File: config.mk
export PLATFORM = sky130hd
export DESIGN_NAME = wall_renderer
export DESIGN_NICKNAME = d
export VERILOG_FILES = /design/src/rtl/wall_renderer.sv
export SDC_FILE = /design/constraint.sdc
export NUM_CORES = 1
export LEC_CHECK = 0
export BUFFER_PORTS_ARGS = -buffer_cell sky130_fd_sc_hd__buf_4
export CORE_MARGIN = 2
export CORE_UTILIZATION = 56
export DETAILED_ROUTE_END_ITERATION = 8
export HOLD_SLACK_MARGIN = 0.1
export PLACE_DENSITY_LB_ADDON = 0.12
export REMOVE_ABC_BUFFERS = 1
export SLEW_MARGIN = 20
export SYNTH_ARGS = -nofsm -noshare
export SYNTH_HDL_FRONTEND = slang
export SYNTH_SLANG_ARGS = --single-unit
File: constraint.sdc
create_clock -name clk -period 3.8 [get_ports clk]
set_input_delay 0 -clock clk [delete_from_list [all_inputs] [get_ports clk]]
set_output_delay 0 -clock clk [all_outputs]
set_load 0.005 [all_outputs]
File: src/rtl/wall_renderer.sv
// rtl/wall_renderer.sv - erase/redraw of a vertical wall band as a one-pixel-per-cycle VGA plot stream
// Optional macro WALL_GAP_EN punches a GAP_H-row background gap into the drawn wall at gap_y.
module wall_renderer #(
  parameter int WALL_WIDTH = 10,
  parameter int SCREEN_W   = 160,
  parameter int SCREEN_H   = 120,
  parameter int GAP_H      = 40
) (
  input  logic       clk,
  input  logic       resetn,
  input  logic       start,
  input  logic [7:0] wall_x_old,
  input  logic [7:0] wall_x_new,
  input  logic [6:0] gap_y,
  output logic       busy,
  output logic       done,
  output logic [7:0] x_out,
  output logic [6:0] y_out,
  output logic [2:0] colour_out,
  output logic       plot
);

  typedef enum logic [1:0] {IDLE, ERASE, DRAW, DONE} state_t;

  localparam logic [2:0] COL_BG   = 3'b111;
  localparam logic [2:0] COL_WALL = 3'b100;

  state_t     state, state_nx;
  logic [7:0] old_r, old_nx;
  logic [7:0] new_r, new_nx;
  logic [6:0] gap_r, gap_nx;
  logic [7:0] dx, dx_nx;
  logic [6:0] dy, dy_nx;
  logic [7:0] x_nx;
  logic [6:0] y_nx;
  logic [2:0] col_nx;
  logic       plot_nx;
  logic       done_nx;
  logic [8:0] x_sum;
  logic       row_end;
  logic       pass_end;
  logic       in_gap;

`ifdef WALL_GAP_EN
  logic [7:0] gap_end;
  assign gap_end = {1'b0, gap_r} + 8'(GAP_H);
  assign in_gap  = (dy >= gap_r) && ({1'b0, dy} < gap_end);
`else
  logic unused_gap;
  assign unused_gap = (^gap_r) ^ (GAP_H != 0);
  assign in_gap     = 1'b0;
`endif

  // done is registered one cycle behind the DONE state, so busy covers it explicitly
  assign busy = (state != IDLE) || done;

  always_comb begin
    x_sum    = {1'b0, (state == DRAW) ? new_r : old_r} + {1'b0, dx};
    row_end  = (dx == 8'(WALL_WIDTH - 1));
    pass_end = row_end && (dy == 7'(SCREEN_H - 1));
    state_nx = state;
    old_nx   = old_r;
    new_nx   = new_r;
    gap_nx   = gap_r;
    dx_nx    = dx;
    dy_nx    = dy;
    x_nx     = x_out;
    y_nx     = y_out;
    col_nx   = colour_out;
    plot_nx  = 1'b0;
    done_nx  = 1'b0;
    case (state)
      IDLE: begin
        if (start) begin
          old_nx   = wall_x_old;
          new_nx   = wall_x_new;
          gap_nx   = gap_y;
          dx_nx    = 8'd0;
          dy_nx    = 7'd0;
          state_nx = ERASE;
        end
      end
      ERASE, DRAW: begin
        x_nx    = x_sum[7:0];
        y_nx    = dy;
        // off-screen columns still burn their cycle so latency never depends on position
        plot_nx = (x_sum < 9'(SCREEN_W));
        col_nx  = ((state == ERASE) || in_gap) ? COL_BG : COL_WALL;
        if (row_end) begin
          dx_nx = 8'd0;
          dy_nx = dy + 7'd1;
        end else begin
          dx_nx = dx + 8'd1;
        end
        if (pass_end) begin
          dx_nx    = 8'd0;
          dy_nx    = 7'd0;
          state_nx = (state == ERASE) ? DRAW : DONE;
        end
      end
      DONE: begin
        done_nx  = 1'b1;
        state_nx = IDLE;
      end
      default: state_nx = IDLE;
    endcase
  end

  always_ff @(posedge clk or negedge resetn) begin
    if (!resetn) begin
      state      <= IDLE;
      old_r      <= 8'd0;
      new_r      <= 8'd0;
      gap_r      <= 7'd0;
      dx         <= 8'd0;
      dy         <= 7'd0;
      x_out      <= 8'd0;
      y_out      <= 7'd0;
      colour_out <= 3'd0;
      plot       <= 1'b0;
      done       <= 1'b0;
    end else begin
      state      <= state_nx;
      old_r      <= old_nx;
      new_r      <= new_nx;
      gap_r      <= gap_nx;
      dx         <= dx_nx;
      dy         <= dy_nx;
      x_out      <= x_nx;
      y_out      <= y_nx;
      colour_out <= col_nx;
      plot       <= plot_nx;
      done       <= done_nx;
    end
  end

endmodule

==> out/results.ini, run 1 <==
[timing]
timing.final.crit_share_pct=82.66
setup_viol=0
fin_skew_ns=0.002761
slew_headroom_pct=36.62
rsz0062_at_grt=no
finalHoldViolations=0
fmax_ghz=0.3184
worstMarginPinSlew_ns=0.9507
layout_min_cycle_time_ns=3.141
finalSetupTns_ns=0
slew_viol_final=0

[grt]
grt_usage_pct=21.14
grt_pass1_wl_um=8694
grt_max_degree=53
first_global_vias=1812
antenna_found_initial=0
grt_overflow=0

[die]
die-area_sq_mm=0.005365
coreArea_sq_mm=0.004661
pin_count=47
die_height_um=73.25
die_x_um=73.25
fp-row-count=25
start_util_pct=57.61

[synth]
synth_edf_count=0
syn-cell-area_sq_mm=0.002685
syn_inst=226
yosysTopAreaCell=dfrtp_1
yosysSeqAreaShare_pct=48.46
synthTopCellsByCount=52 x dfrtp_1, 39 x mux2_2, 17 x ha_1
synthDistinctLibCells=43
postSynth.asyncResetShare_pct=100.0
synth.area.top_cells=dfrtp_1 48%, mux2_2 16%, ha_1 7.9%, xnor2_1 2.3%, xor2_1 2.3%
synth_top_area_share_pct=48.46
yosysMostFrequentCell=dfrtp_1
ys.flop_type=dfrtp_1
ys.warnings.count=0
synth_seq_cells=52
post_synth.cell_area_avg_sq_um=11.88

[drt]
drc=0
vias=1877
drt-total-wl_um=5068
viasPerCell=5.537
drt_iter0_drc=100
first_pass_iters=4
ant_nets=0
wl_per_cell_um=14.95

[setup_path]
slowest_delay_ns=0.41
critPathSlowestCell=dfrtp_1
path_max_fanout=9
end_kind=flip-flop
worstPathArrival_ns=3.35
crit_path_start_kind=flip-flop
path_cells=inv_1 -> ha_1 -> buf_4 -> mux2_2 -> ha_1 -> fa_1 -> a21o_1 -> a221oi_2 -> xor2_1 -> o21ai_1 -> a2111oi_2
critPathRequiredTime_ns=4.01
cp_common_cell=ha_1
crit_type=flip-flop to flip-flop

[clocking]
path_clk_slew_ns=0.09
clk_latency_ns=0.31
clock-sinks=52
max-clock-path-buffers=2
cts_buffers=5
cts_resized=0
htreeDepth=2
cts_tree=yes
root_buffer=clkbuf_8

[run_status]
status=complete, no violations

[final_layout]
drive_gt1_share_pct=32.63
instances_no_fill=339
fin_nets=328
diodes=0
fillers=328
areaGrowthSynthToFinish_pct=25.12

[power]
p_leak_nw=1.590
power_density_mw_per_mm2=809.8
ir_drop_mv=0.4877

[place]
routabilityCongestion=0.8258
placed_cells=313
io_buffer_count=39
dp_hpwl_um=3468

[worst_hold_path]
hold_class=primary input to async pin

[job]
max_cap_violations=0

[routing by layer]
layer,vias up,global-route usage [%],wire (um)
li1,916,-,-
met1,913,28.38,2260
met2,44,34.13,2547
met3,4,5.249,214
met4,0,5.761,45
met5,-,0,0
[report_power, final]
part           switching (mW)  internal, mW
registers               0.116         0.742
clock network           0.186         0.329
logic                   0.671         0.677
[through the flow]
step	power [mW]	util [%]	hold slack (ns)	setup slack (ns)	cell area, sq um
floorplan	1.815	-	-0.2956	0.8777	2653
global placement	2.163	64.81	0.07550	0.7263	3020
detailed placement	2.205	64.81	0.07066	0.6546	3020
CTS	2.739	72.08	0.2742	0.6460	3359
global route	2.923	72.08	0.3049	0.4559	3359
finish	2.721	72.08	0.2467	0.6588	3359
[kinds of logic (layout without fill, tap and decap cells)]
group | Yosys count | in the layout | share of synthesized area (%)
flip-flops | 52 | 52 | 48.46
multiplexers | 41 | 41 | 17.10
AO/OA/AOI/OAI | 29 | 29 | 7.642
buffers and inverters | 13 | 72 | 2.050
AND/OR/NAND/NOR | 59 | 59 | 11.51
XOR/XNOR | 14 | 14 | 4.567
adder cells (fa/ha/maj) | 18 | 18 | 8.667
[cell type report]
type | count | area, sq um | area share (%)
inverters | 6 | 22.52 | 0.6704
multi-input cells | 161 | 1329 | 39.55
flip-flops and latches | 52 | 1301 | 38.73
clock buffers | 5 | 68.82 | 2.048
repair buffers | 58 | 480.5 | 14.30
well taps | 54 | 67.56 | 2.011
clock inverters | 3 | 90.09 | 2.682
[registers in the layout, summed over array words and instances (netlist names)]
signal	flops
y_out	7
new_r	8
plot	1
dx	8
state	2
colour_out	2
done	1
x_out	8
dy	7
old_r	8
[layout by cell type, fill, tap and decap left out, types with 3 or more instances in the layout]
cell type	instances
dfrtp_1	52
buf_4	40
mux2_2	39
dlygate4sd3_1	18
ha_1	17
nor2_1	16
nand3_1	10
nand2_1	10
a21oi_1	7
xor2_1	7
xnor2_1	7
inv_1	6
clkbuf_8	5
o21ai_1	4
o21ai_0	4
a21o_1	3
nor3_1	3
o21a_1	3
nand4_1	3
bufinv_16	3
[critical path, delay by kind of cell (launching register included)]
family,cells,cell delay (ns)
xor+xnor,1,0.21
fa+ha+maj,3,0.79
flops,1,0.41
compound gates,4,0.96
buf+inv,2,0.32
mux,1,0.35
[repair_timing]
item | in CTS | in global routing
buffers inserted | 0 | 0
hold buffers | 18 | 0
endpoints found under the hold margin | 70 | 0
[final timing paths]
| path | cells past startpoint | slack (ns) | from | end |
|---|---|---|---|---|
| worst min-delay path | 2 | 0.25 | resetn | y_out[2] |
| max in group asynchronous | 2 | 3.13 | resetn | new_r[0] |
| min in group clk | 3 | 0.46 | wall_x_old[4] | old_r[4] |
| worst max register to register | 11 | 0.66 | state[0] | plot |
| worst min register to register | 1 | 0.48 | colour_out[2] | colour_out[2] |
| worst max-delay path | 11 | 0.66 | state[0] | plot |
(Power assumes the default switching activity.)
==> run 2: changes to the inputs <==
==> constraint.sdc (replaced) <==
create_clock -name clk -period 3.3 [get_ports clk]
set_input_delay 0 -clock clk [delete_from_list [all_inputs] [get_ports clk]]
set_output_delay 0 -clock clk [all_outputs]
set_load 0.005 [all_outputs]
==> out/results.ini, run 2 (same netlist as run 1, synthesis figures left out) <==
[clocking]
cts_setup_buffers=0
clock-sinks=52
clk_latency_ns=0.31
root_buffer=clkbuf_8
htreeDepth=2
path_clk_slew_ns=0.09
cts_buffers=5
cts_resized=0
max-clock-path-buffers=2
cts_tree=yes

[place]
routabilityCongestion=0.8489
io_buffer_count=39
placed_area_sq_mm=0.003028
pre_cts_ws_ns=0.2675
placed_cells=314
dp_hpwl_um=3435

[run_status]
status=complete, no violations

[grt]
grt_usage_pct=19.95
grt_max_degree=53
grt_pass1_wl_um=8121
first_global_vias=1750
antenna_found_initial=0
grt_overflow=0

[setup_path]
path_cells=inv_1 -> ha_1 -> buf_4 -> mux2_2 -> fa_1 -> a21o_1 -> a221oi_2 -> xor2_1 -> o21ai_1 -> a2111oi_2
r2r_slack_ns=0.25
end_kind=flip-flop
reg2reg_to=plot
critPathSlowestCell=fa_1
r2r_cells=10
worstPathArrival_ns=3.25
slowest_delay_ns=0.44
critPathRequiredTime_ns=3.50
crit_family=compound AO/OA/AOI/OAI gates
worstReg2RegStart=state[0]
crit_path_start_kind=flip-flop
path_max_fanout=7
crit_start=state[0]
crit_buf_inv=2
crit_type=flip-flop to flip-flop

[power]
total_power_mw=3.128
p_leak_nw=1.594
ir_drop_mv=0.6832
power_density_mw_per_mm2=928.9

[drt]
first_pass_iters=4
vias=1849
drt_iter0_drc=116
drc=0
ant_nets=0
drt-total-wl_um=4871
wl_per_cell_um=14.33
viasPerCell=5.438

[final_layout]
final_common_cell=dfrtp_1
final_cell_mix=52 x dfrtp_1, 41 x buf_4, 39 x mux2_2
instances_no_fill=340
diodes=0
fin_area_sq_mm=0.003367
post-route-util_pct=72.24
fin_nets=329
areaGrowthSynthToFinish_pct=25.40
drive_gt1_share_pct=32.87

[timing]
fmax_ghz=0.3283
hold_slack_ns=0.2554
finalSetupTns_ns=0
worstMarginPinSlew_ns=0.6535
fin_skew_ns=0.007513
slew_headroom_pct=56.33
slew_viol_final=0
layout_min_cycle_time_ns=3.046
timing.final.crit_share_pct=92.30
rsz0062_at_grt=no
finalHoldViolations=0
finalWorstSetupSlack_ns=0.2541
setup_viol=0

[job]
max_cap_violations=0

[worst_hold_path]
hold_class=primary input to async pin

[die]
pin_count=47
coreArea_sq_mm=0.004661
die_x_um=73.25
start_util_pct=57.61
die_height_um=73.25
fp-row-count=25
die-area_sq_mm=0.005365

==> run 2: worst max path at each step <==
stage / end / slack [ns] / cells past startpoint
2_1_floorplan: plot / 0.38 / 10
3_3_place_gp: plot / 0.33 / 10
3_5_place_dp: plot / 0.27 / 10
4_1_cts: plot / 0.25 / 10
5_1_grt: plot / 0.02 / 10
6_report: plot / 0.25 / 10
==> run 2: where the power goes <==
part           internal (mW)  total (mW)  switching (mW)  leakage (nW)
clock network          0.379       0.590           0.211        0.0784
registers              0.854       0.989           0.135         0.659
logic                  0.788        1.55           0.760         0.857
total                   2.02        3.13            1.11          1.59
==> run 2: worst register-to-register path, stage by stage (launching register included) <==
cell	delay (ns)
dfrtp_1	0.41
inv_1	0.12
ha_1	0.22
buf_4	0.19
mux2_2	0.37
fa_1	0.44
a21o_1	0.21
a221oi_2	0.31
xor2_1	0.20
o21ai_1	0.10
a2111oi_2	0.37
==> run 2: layout make-up <==
| class | count | area, sq um |
|---|---|---|
| Multi-Input combinational cell | 161 | 1329 |
| Sequential cell | 52 | 1301 |
| Fill cell | 336 | 1294 |
| Timing Repair Buffer | 59 | 488.0 |
| Clock inverter | 3 | 90.09 |
| Clock buffer | 5 | 68.82 |
| Tap cell | 54 | 67.56 |
| Inverter | 6 | 22.52 |
==> run 2: per-layer routing <==
layer  track usage, %  wire, um  vias up
met1            26.22      2281      892
met3            4.558       170        6
met5                0         0        -
met2            31.83      2348       37
met4            8.230        71        0
li1                 -         -      914
==> run 2: repair_timing <==
action,in CTS,in global routing
endpoints found under the hold margin,71,0
endpoints found under the setup margin,0,0
hold buffers,18,0
==> run 3: changes to the inputs <==
--- a/config.mk
+++ b/config.mk
@@ -6,6 +6,7 @@
 export NUM_CORES = 1
 export LEC_CHECK = 0
 export BUFFER_PORTS_ARGS = -buffer_cell sky130_fd_sc_hd__buf_4
+export CORE_ASPECT_RATIO = 0.8
 export CORE_MARGIN = 2
 export CORE_UTILIZATION = 56
 export DETAILED_ROUTE_END_ITERATION = 8
==> out/results.ini, run 3 (same netlist as run 1, synthesis figures left out) <==
[run_status]
status=complete, no violations

[worst_hold_path]
hold_class=primary input to async pin

[power]
power_density_mw_per_mm2=888.6
total_power_mw=2.950
p_leak_nw=1.571
ir_drop_mv=0.6032

[setup_path]
critPathRequiredTime_ns=3.50
crit_buf_inv=2
reg2reg_to=plot
r2r_cells=10
slowest_delay_ns=0.45
end_kind=flip-flop
r2r_slack_ns=0.28
crit_path_start_kind=flip-flop
crit_type=flip-flop to flip-flop
path_max_fanout=8
worstReg2RegStart=state[0]
crit_family=compound AO/OA/AOI/OAI gates
worstPathArrival_ns=3.22
critPathSlowestCell=fa_1
path_cells=inv_1 -> ha_1 -> buf_4 -> mux2_2 -> fa_1 -> a21o_1 -> a221oi_2 -> xor2_1 -> o21ai_1 -> a2111oi_2

[clocking]
root_buffer=clkbuf_8
htreeDepth=2
path_clk_slew_ns=0.09
cts_tree=yes
max-clock-path-buffers=2
cts_setup_buffers=0
clock-sinks=52
cts_buffers=5
clk_latency_ns=0.30
cts_resized=0

[grt]
antenna_found_initial=0
grt_max_degree=53
first_global_vias=1867
grt_pass1_wl_um=8631
grt_usage_pct=21.71
grt_overflow=0

[final_layout]
fin_nets=330
diodes=0
final_cell_mix=52 x dfrtp_1, 42 x buf_4, 39 x mux2_2
drive_gt1_share_pct=32.87
final_common_cell=dfrtp_1
areaGrowthSynthToFinish_pct=23.63
fin_area_sq_mm=0.003319
fillers=342

[timing]
slew_viol_final=0
finalHoldViolations=0
worstMarginPinSlew_ns=0.7179
setup_viol=0
finalSetupTns_ns=0
layout_min_cycle_time_ns=3.018
fin_skew_ns=0.005911
fmax_ghz=0.3313
hold_slack_ns=0.2715
slew_headroom_pct=52.02
timing.final.crit_share_pct=91.46
rsz0062_at_grt=no

[drt]
viasPerCell=5.454
drc=0
drt-total-wl_um=5117
ant_nets=0
drt_iter0_drc=76
first_pass_iters=4
vias=1887
wl_per_cell_um=14.79

[die]
start_util_pct=58.41
pin_count=47
coreArea_sq_mm=0.004597
die_x_um=81.42
fp-row-count=22
die_height_um=65.94
die-area_sq_mm=0.005368

[place]
io_buffer_count=39
dp_hpwl_um=3572
placed_area_sq_mm=0.003043
routabilityCongestion=0.8181

[job]
max_cap_violations=0

run 3: changes by cell type in the layout (fill, tap and decap cells not counted):
cell and delta:
bufinv_16 -3, buf_4 +1, clkbuf_8 +2
run 3: per-stage QoR:
| stage | util [%] | setup WS (ns) | instances |
|---|---|---|---|
| CTS | 72.21 | 0.2481 | 346 |
| detailed placement | 66.19 | 0.2959 | 321 |
| floorplan | - | 0.3777 | 219 |
| global placement | 66.19 | 0.3619 | 321 |
| finish | 72.21 | 0.2819 | 346 |
| global route | 72.21 | 0.07867 | 346 |
run 3: worst register-to-register path, delay by kind of cell (launching register included):
kind            cells  cell delay [ns]
mux                 1             0.37
flops               1             0.41
buf+inv             2             0.31
fa+ha+maj           2             0.63
compound gates      4             0.99
xor+xnor            1             0.20
run 3: layout make-up:
type	instances	area [sq um]	share of cell area [%]
clock buffer	7	96.34	2.902
inverter	6	22.52	0.6785
multi-input combinational	161	1329	40.03
sequential	52	1301	39.20
tap	60	75.07	2.262
timing repair buffer	60	495.5	14.93
run 3: where the power goes:
| group | leakage [nW] | internal, mW | switching, mW |
|---|---|---|---|
| combinational | 0.862 | 0.807 | 0.771 |
| sequential | 0.659 | 0.855 | 0.132 |
| clock | 0.0503 | 0.187 | 0.197 |
| total | 1.57 | 1.85 | 1.10 |
run 3: worst max path at each step:
stage | from | to | slack (ns) | cells after the start
2_1_floorplan | state[0] | plot | 0.38 | 10
4_1_cts | state[0] | plot | 0.25 | 10
6_report | state[0] | plot | 0.28 | 10
3_3_place_gp | state[0] | plot | 0.36 | 10
5_1_grt | state[0] | plot | 0.08 | 10
3_5_place_dp | state[0] | plot | 0.30 | 10
run 3: what timing repair did:
action / CTS / global route
setup endpoints to repair: 0 / 0
hold buffers: 18 / 0
endpoints found under the hold margin: 70 / 0
run 3: per-layer routing:
layer	GRT usage, %	vias up	routed length, um
met5	0	-	0
met4	10.59	0	81
met3	4.235	8	166
met2	32.68	34	2394
met1	29.98	926	2474
li1	-	919	-
